--- src/rtl/imm_gen_pipe.sv ---
// Decode-stage immediate generator: extracts and sign-extends I/S/B/J/U immediates
// to XLEN behind a valid/ready output register with a one-entry skid buffer.
// Optional feature macro: IMMGEN_CSR_ZIMM_EN (imm_src=101 yields the CSR zimm).
module imm_gen_pipe #(
    parameter int XLEN  = 32,
    parameter int TAG_W = 8
) (
    input  logic             clk,
    input  logic             rst_n,
    input  logic             flush,
    input  logic             in_valid,
    output logic             in_ready,
    input  logic [31:0]      instr,
    input  logic [2:0]       imm_src,
    input  logic [TAG_W-1:0] tag_in,
    output logic             out_valid,
    input  logic             out_ready,
    output logic [XLEN-1:0]  imm,
    output logic [TAG_W-1:0] out_tag,
    output logic             illegal
);

    // Handshake: a transfer happens on a rising edge where valid && ready are both
    // high; valid, once raised, stays high with stable payload until it is taken.

    if (XLEN != 32 && XLEN != 64) begin : g_bad_xlen
        $error("imm_gen_pipe: XLEN must be 32 or 64");
    end

    localparam logic [2:0] SRC_I    = 3'b000;
    localparam logic [2:0] SRC_S    = 3'b001;
    localparam logic [2:0] SRC_B    = 3'b010;
    localparam logic [2:0] SRC_J    = 3'b011;
    localparam logic [2:0] SRC_U    = 3'b100;
    localparam logic [2:0] SRC_ZIMM = 3'b101;

    function automatic logic [XLEN-1:0] sx32(input logic signed [31:0] v);
        return XLEN'(v);
    endfunction

    logic [XLEN-1:0] dec_imm;
    logic            dec_ill;

    always_comb begin
        dec_imm = '0;
        dec_ill = 1'b0;
        case (imm_src)
            SRC_I: dec_imm = sx32({{20{instr[31]}}, instr[31:20]});
            SRC_S: dec_imm = sx32({{20{instr[31]}}, instr[31:25], instr[11:7]});
            SRC_B: dec_imm = sx32({{19{instr[31]}}, instr[31], instr[7],
                                   instr[30:25], instr[11:8], 1'b0});
            SRC_J: dec_imm = sx32({{11{instr[31]}}, instr[31], instr[19:12],
                                   instr[20], instr[30:21], 1'b0});
            SRC_U: dec_imm = sx32({instr[31:12], 12'b0});
`ifdef IMMGEN_CSR_ZIMM_EN
            SRC_ZIMM: dec_imm = XLEN'(instr[19:15]);
`else
            SRC_ZIMM: dec_ill = 1'b1;
`endif
            default: dec_ill = 1'b1;
        endcase
    end

    logic             ready_live;
    logic             skid_valid;
    logic [XLEN-1:0]  skid_imm;
    logic [TAG_W-1:0] skid_tag;
    logic             skid_ill;
    logic             advance;
    logic             accept;

    // ready_live only masks in_ready during reset; otherwise in_ready tracks the skid.
    assign in_ready = ready_live && !skid_valid;
    assign accept   = in_valid && in_ready;
    assign advance  = !out_valid || out_ready;

    always_ff @(posedge clk) begin
        if (!rst_n) begin
            ready_live <= 1'b0;
            out_valid  <= 1'b0;
            imm        <= '0;
            out_tag    <= '0;
            illegal    <= 1'b0;
            skid_valid <= 1'b0;
            skid_imm   <= '0;
            skid_tag   <= '0;
            skid_ill   <= 1'b0;
        end else if (flush) begin
            ready_live <= 1'b1;
            out_valid  <= 1'b0;
            skid_valid <= 1'b0;
        end else begin
            ready_live <= 1'b1;
            if (advance) begin
                if (skid_valid) begin
                    out_valid  <= 1'b1;
                    imm        <= skid_imm;
                    out_tag    <= skid_tag;
                    illegal    <= skid_ill;
                    skid_valid <= 1'b0;
                end else if (accept) begin
                    out_valid <= 1'b1;
                    imm       <= dec_imm;
                    out_tag   <= tag_in;
                    illegal   <= dec_ill;
                end else begin
                    out_valid <= 1'b0;
                end
            end else if (accept) begin
                // Output is stalled: park the new item so decode is not lost.
                skid_valid <= 1'b1;
                skid_imm   <= dec_imm;
                skid_tag   <= tag_in;
                skid_ill   <= dec_ill;
            end
        end
    end

endmodule

--- config.mk ---
export PLATFORM = sky130hd
export DESIGN_NAME = imm_gen_pipe
export DESIGN_NICKNAME = d
export VERILOG_FILES = /design/src/rtl/imm_gen_pipe.sv
export SDC_FILE = /design/constraint.sdc
export NUM_CORES = 1
export LEC_CHECK = 0
export BUFFER_PORTS_ARGS = -buffer_cell sky130_fd_sc_hd__buf_2
export CORE_MARGIN = 2
export CORE_UTILIZATION = 45
export CTS_CLUSTER_DIAMETER = 30
export DETAILED_ROUTE_END_ITERATION = 16
export HOLD_SLACK_MARGIN = 0.06
export MAX_ROUTING_LAYER = met4
export PLACE_DENSITY_LB_ADDON = 0.25
export RECOVER_POWER = 100
export SETUP_SLACK_MARGIN = 0.05
export SLEW_MARGIN = 0
export SYNTH_ARGS = -nofsm -noshare
export SYNTH_HDL_FRONTEND = slang
export SYNTH_SLANG_ARGS = --single-unit
export TNS_END_PERCENT = 50
--- constraint.sdc ---
create_clock -name clk -period 2.55 [get_ports clk]
set_clock_uncertainty 0.2 [all_clocks]
set_input_delay 0.255 -clock clk [delete_from_list [all_inputs] [get_ports clk]]
set_output_delay 0.255 -clock clk [all_outputs]
set_load 0.005 [all_outputs]
==> run metrics <==
Critical Path AT 2.30 ns; Crit path required time between 2 and 3 ns; Synth area leaders dfxtp_1 43%, nand2_1 7.3%, o211a_1 6.3%; Nets between 500 and 600; fmax between 0.4 and 0.5 GHz; cell area after layout between 0.004 and 0.005 mm²; instance count on the critical path 6; core area ~0.0086 mm²; clk_lat worst skew around 0.35 ns; Initial Utilization 0.460; Slew headroom 0.473; reg-to-reg endpoint imm[19]; CTS tree built; hold_ws ~0.095 ns; WP buf/inv 2; global-route wire length before repair approximately 16000 µm; Leak around 2.0 nW; H-tree depth 3; Ys Warns 0; number of flops mapped to enable cells by yosys 0; Startpoint Class input port; vias in the first global route 3504; largest net degree at the start of global routing a little under 70; R2R depth 4; Cell Area, Placed 0.00441 mm²; Slew Limit Fails 0; combinational power share 0.116; Syn-to-layout area delta 19.6%; share of cells above drive strength 1 0.182; sequential fraction of the synthesis area 0.431; Mapped Cells between 400 and 500; Post-DP HPWL around 6300 µm; Die Span X around 98 µm; # diodes 0; Yosys reg bits 85; post-CTS sizing 0; Distinct cells, synth 36; PwrDens ~550 mW/mm²; routed vias roughly 3600; Crit Reg-Reg Startpoint ready_live; Internal Power about 1.9 mW; # fillers between 800 and 900; Die Ht about 98 µm; Avg Synthesized Cell Area around 8.6 µm²; FP Rows 34; slowest cell delay on critical path 0.54 ns; final hold violations 0; Routed WL per cell approximately 15 µm; Net Count, Synth approximately 510; Hold Path Sink skid_imm[22]; crit end category flop; Post-synth top cells 85 x dfxtp_1, 77 x nand2_1, 44 x a21oi_1; CTS root buf clkbuf_8; most frequent cell after synthesis dfxtp_1; # DRC 0; drt via density approximately 5.5; Net Sw Power about 0.64 mW; Initial DRC Count roughly 120; family with the most delay on the worst path simple AND/OR/NAND/NOR gates; buffers added on ports 83; leading area contributor after synthesis dfxtp_1; Hold Crit Depth 4; Async SR Flop Fraction 0; Final ANT Viol Nets 0; Setup CP Type input port to flop; initial antenna violation count 0; die area 0.00954 mm²; Slew @ Worst Pin 0.791 ns; clk buf depth 2; switch share 0.249; Worst VDD drop ~300 µV; final wirelength just under 10000 µm; max layer used met4; status finished clean; Critical Path Slowest Stage Cell dlygate4sd3_1; Seq pwr share 0.532; minimum clock period 2.24 ns; post-synth top area share 0.431; Global Route Usage Sum 0.217; Final setup viols 0; CTS buffer count 9; Main synth FF type dfxtp_1; num ports 91; setup TNS 0 ns; Max Cap Violations 0; total chip power between 2 and 3 mW; clk slew on worst S/H paths around 0.080 ns; reg2reg setup slack 0.49 ns; M1 WL 4290 µm; Hold Crit Start instr[22]; unrepaired setup endpoints after global routing no; CP max FO 13; synthesized area just under 0.004 mm²; TritonCTS Sinks 85; HP Class input port to flop; routability cong. 0.835; DR WL met2 between 4000 and 5000 µm; First-pass DRT Iterations 4; GRT Residual Overflow 0; routed wl met3 roughly 460 µm; placed cell count 619; Final Non-Filler Cells between 600 and 700; fin crit share 0.877; Clk network pwr share 0.352; crit path cell chain dlygate4sd3_1 -> buf_2 -> and2b_1 -> nor3_4 -> nand3b_1 -> o221ai_1
## through the flow
stage           util  setup WS (ns)
6_report       0.549          0.314
3_3_place_gp   0.513          0.603
3_5_place_dp   0.513          0.563
5_1_grt        0.549          0.172
4_1_cts        0.555          0.402
2_1_floorplan      -           1.04
## cell families (layout without fill, tap and decap cells)
group                  Yosys count  count (layout)  synth area share
AND/OR/NAND/NOR                164             164             0.215
AO/OA/AOI/OAI                  149             149             0.255
multiplexers                    15              15            0.0380
XOR/XNOR                         1               1           0.00412
buffers and inverters           46             130            0.0570
flip-flops                      85              85             0.431
## worst max-delay path by stage
stage / slack [ns] / from / to
floorplan: 1.04 / out_valid / skid_imm[28]
global placement: 0.60 / out_ready / imm[5]
detailed placement: 0.56 / imm_src[2] / imm[16]
CTS: 0.40 / out_ready / imm[31]
global route: 0.17 / out_ready / imm[18]
finish: 0.31 / out_ready / imm[19]
## cells in the final DEF (no fill, tap or decap), types with 2 or more instances in the layout
cell,count
clkbuf_2,3
dlygate4sd3_1,18
o21a_1,12
nor3b_1,6
a31oi_1,9
nand2_1,77
nor2b_1,23
buf_4,6
nor3b_2,2
clkbuf_1,19
clkinv_2,3
clkbuf_8,9
o211a_1,25
nand2b_1,13
nand3b_1,8
clkbuf_4,2
o221ai_1,8
a21boi_1,3
o21ai_0,20
a21oi_1,44
a21boi_0,15
nand4_1,9
dfxtp_1,84
o22ai_1,11
nor2_1,3
nand3_1,16
buf_2,67
mux2i_1,15
## routing by layer
layer  global-route usage  vias up
met5                    -        -
met1                0.257     1698
met4               0.0897        0
met2                0.359       93
li1                     -     1800
met3               0.0460       17
## state kept, by name (all words and copies together) (netlist names)
| register | count |
|---|---|
| skid_valid | 1 |
| skid_tag | 8 |
| out_valid | 1 |
| illegal | 1 |
| out_tag | 8 |
| skid_ill | 1 |
| imm | 32 |
| ready_live | 1 |
| skid_imm | 32 |
## power by group through the flow
stage | Sequential [mW] | Clock, mW | Combinational [mW]
5_1_grt | 1.38 | 0.999 | 0.331
3_3_place_gp | 1.40 | 0 | 0.279
2_1_floorplan | 1.40 | 0 | 0.174
3_5_place_dp | 1.40 | 0 | 0.284
4_1_cts | 1.37 | 0.929 | 0.305
6_report | 1.37 | 0.908 | 0.299
## worst reg2reg max path, stage by stage (launching register included)
cell      delay, ns
dfxtp_1        0.37
a21oi_1        0.14
nor3_4         0.57
nand3b_1       0.40
o221ai_1       0.29
## layout make-up
class	instances	area [µm²]	area share
multi-input cells	329	2020	0.429
flip-flops and latches	85	1700	0.361
repair buffers	115	678	0.144
well taps	108	135	0.0286
clock buffers	10	128	0.0270
clock inverters	5	52.6	0.0111
## repair_timing
item / CTS / global route
setup buffers: 0 / 0
hold buffers: 18 / 0
hold endpoints to repair: 20 / 0
Power figures use the tool's default switching activity.
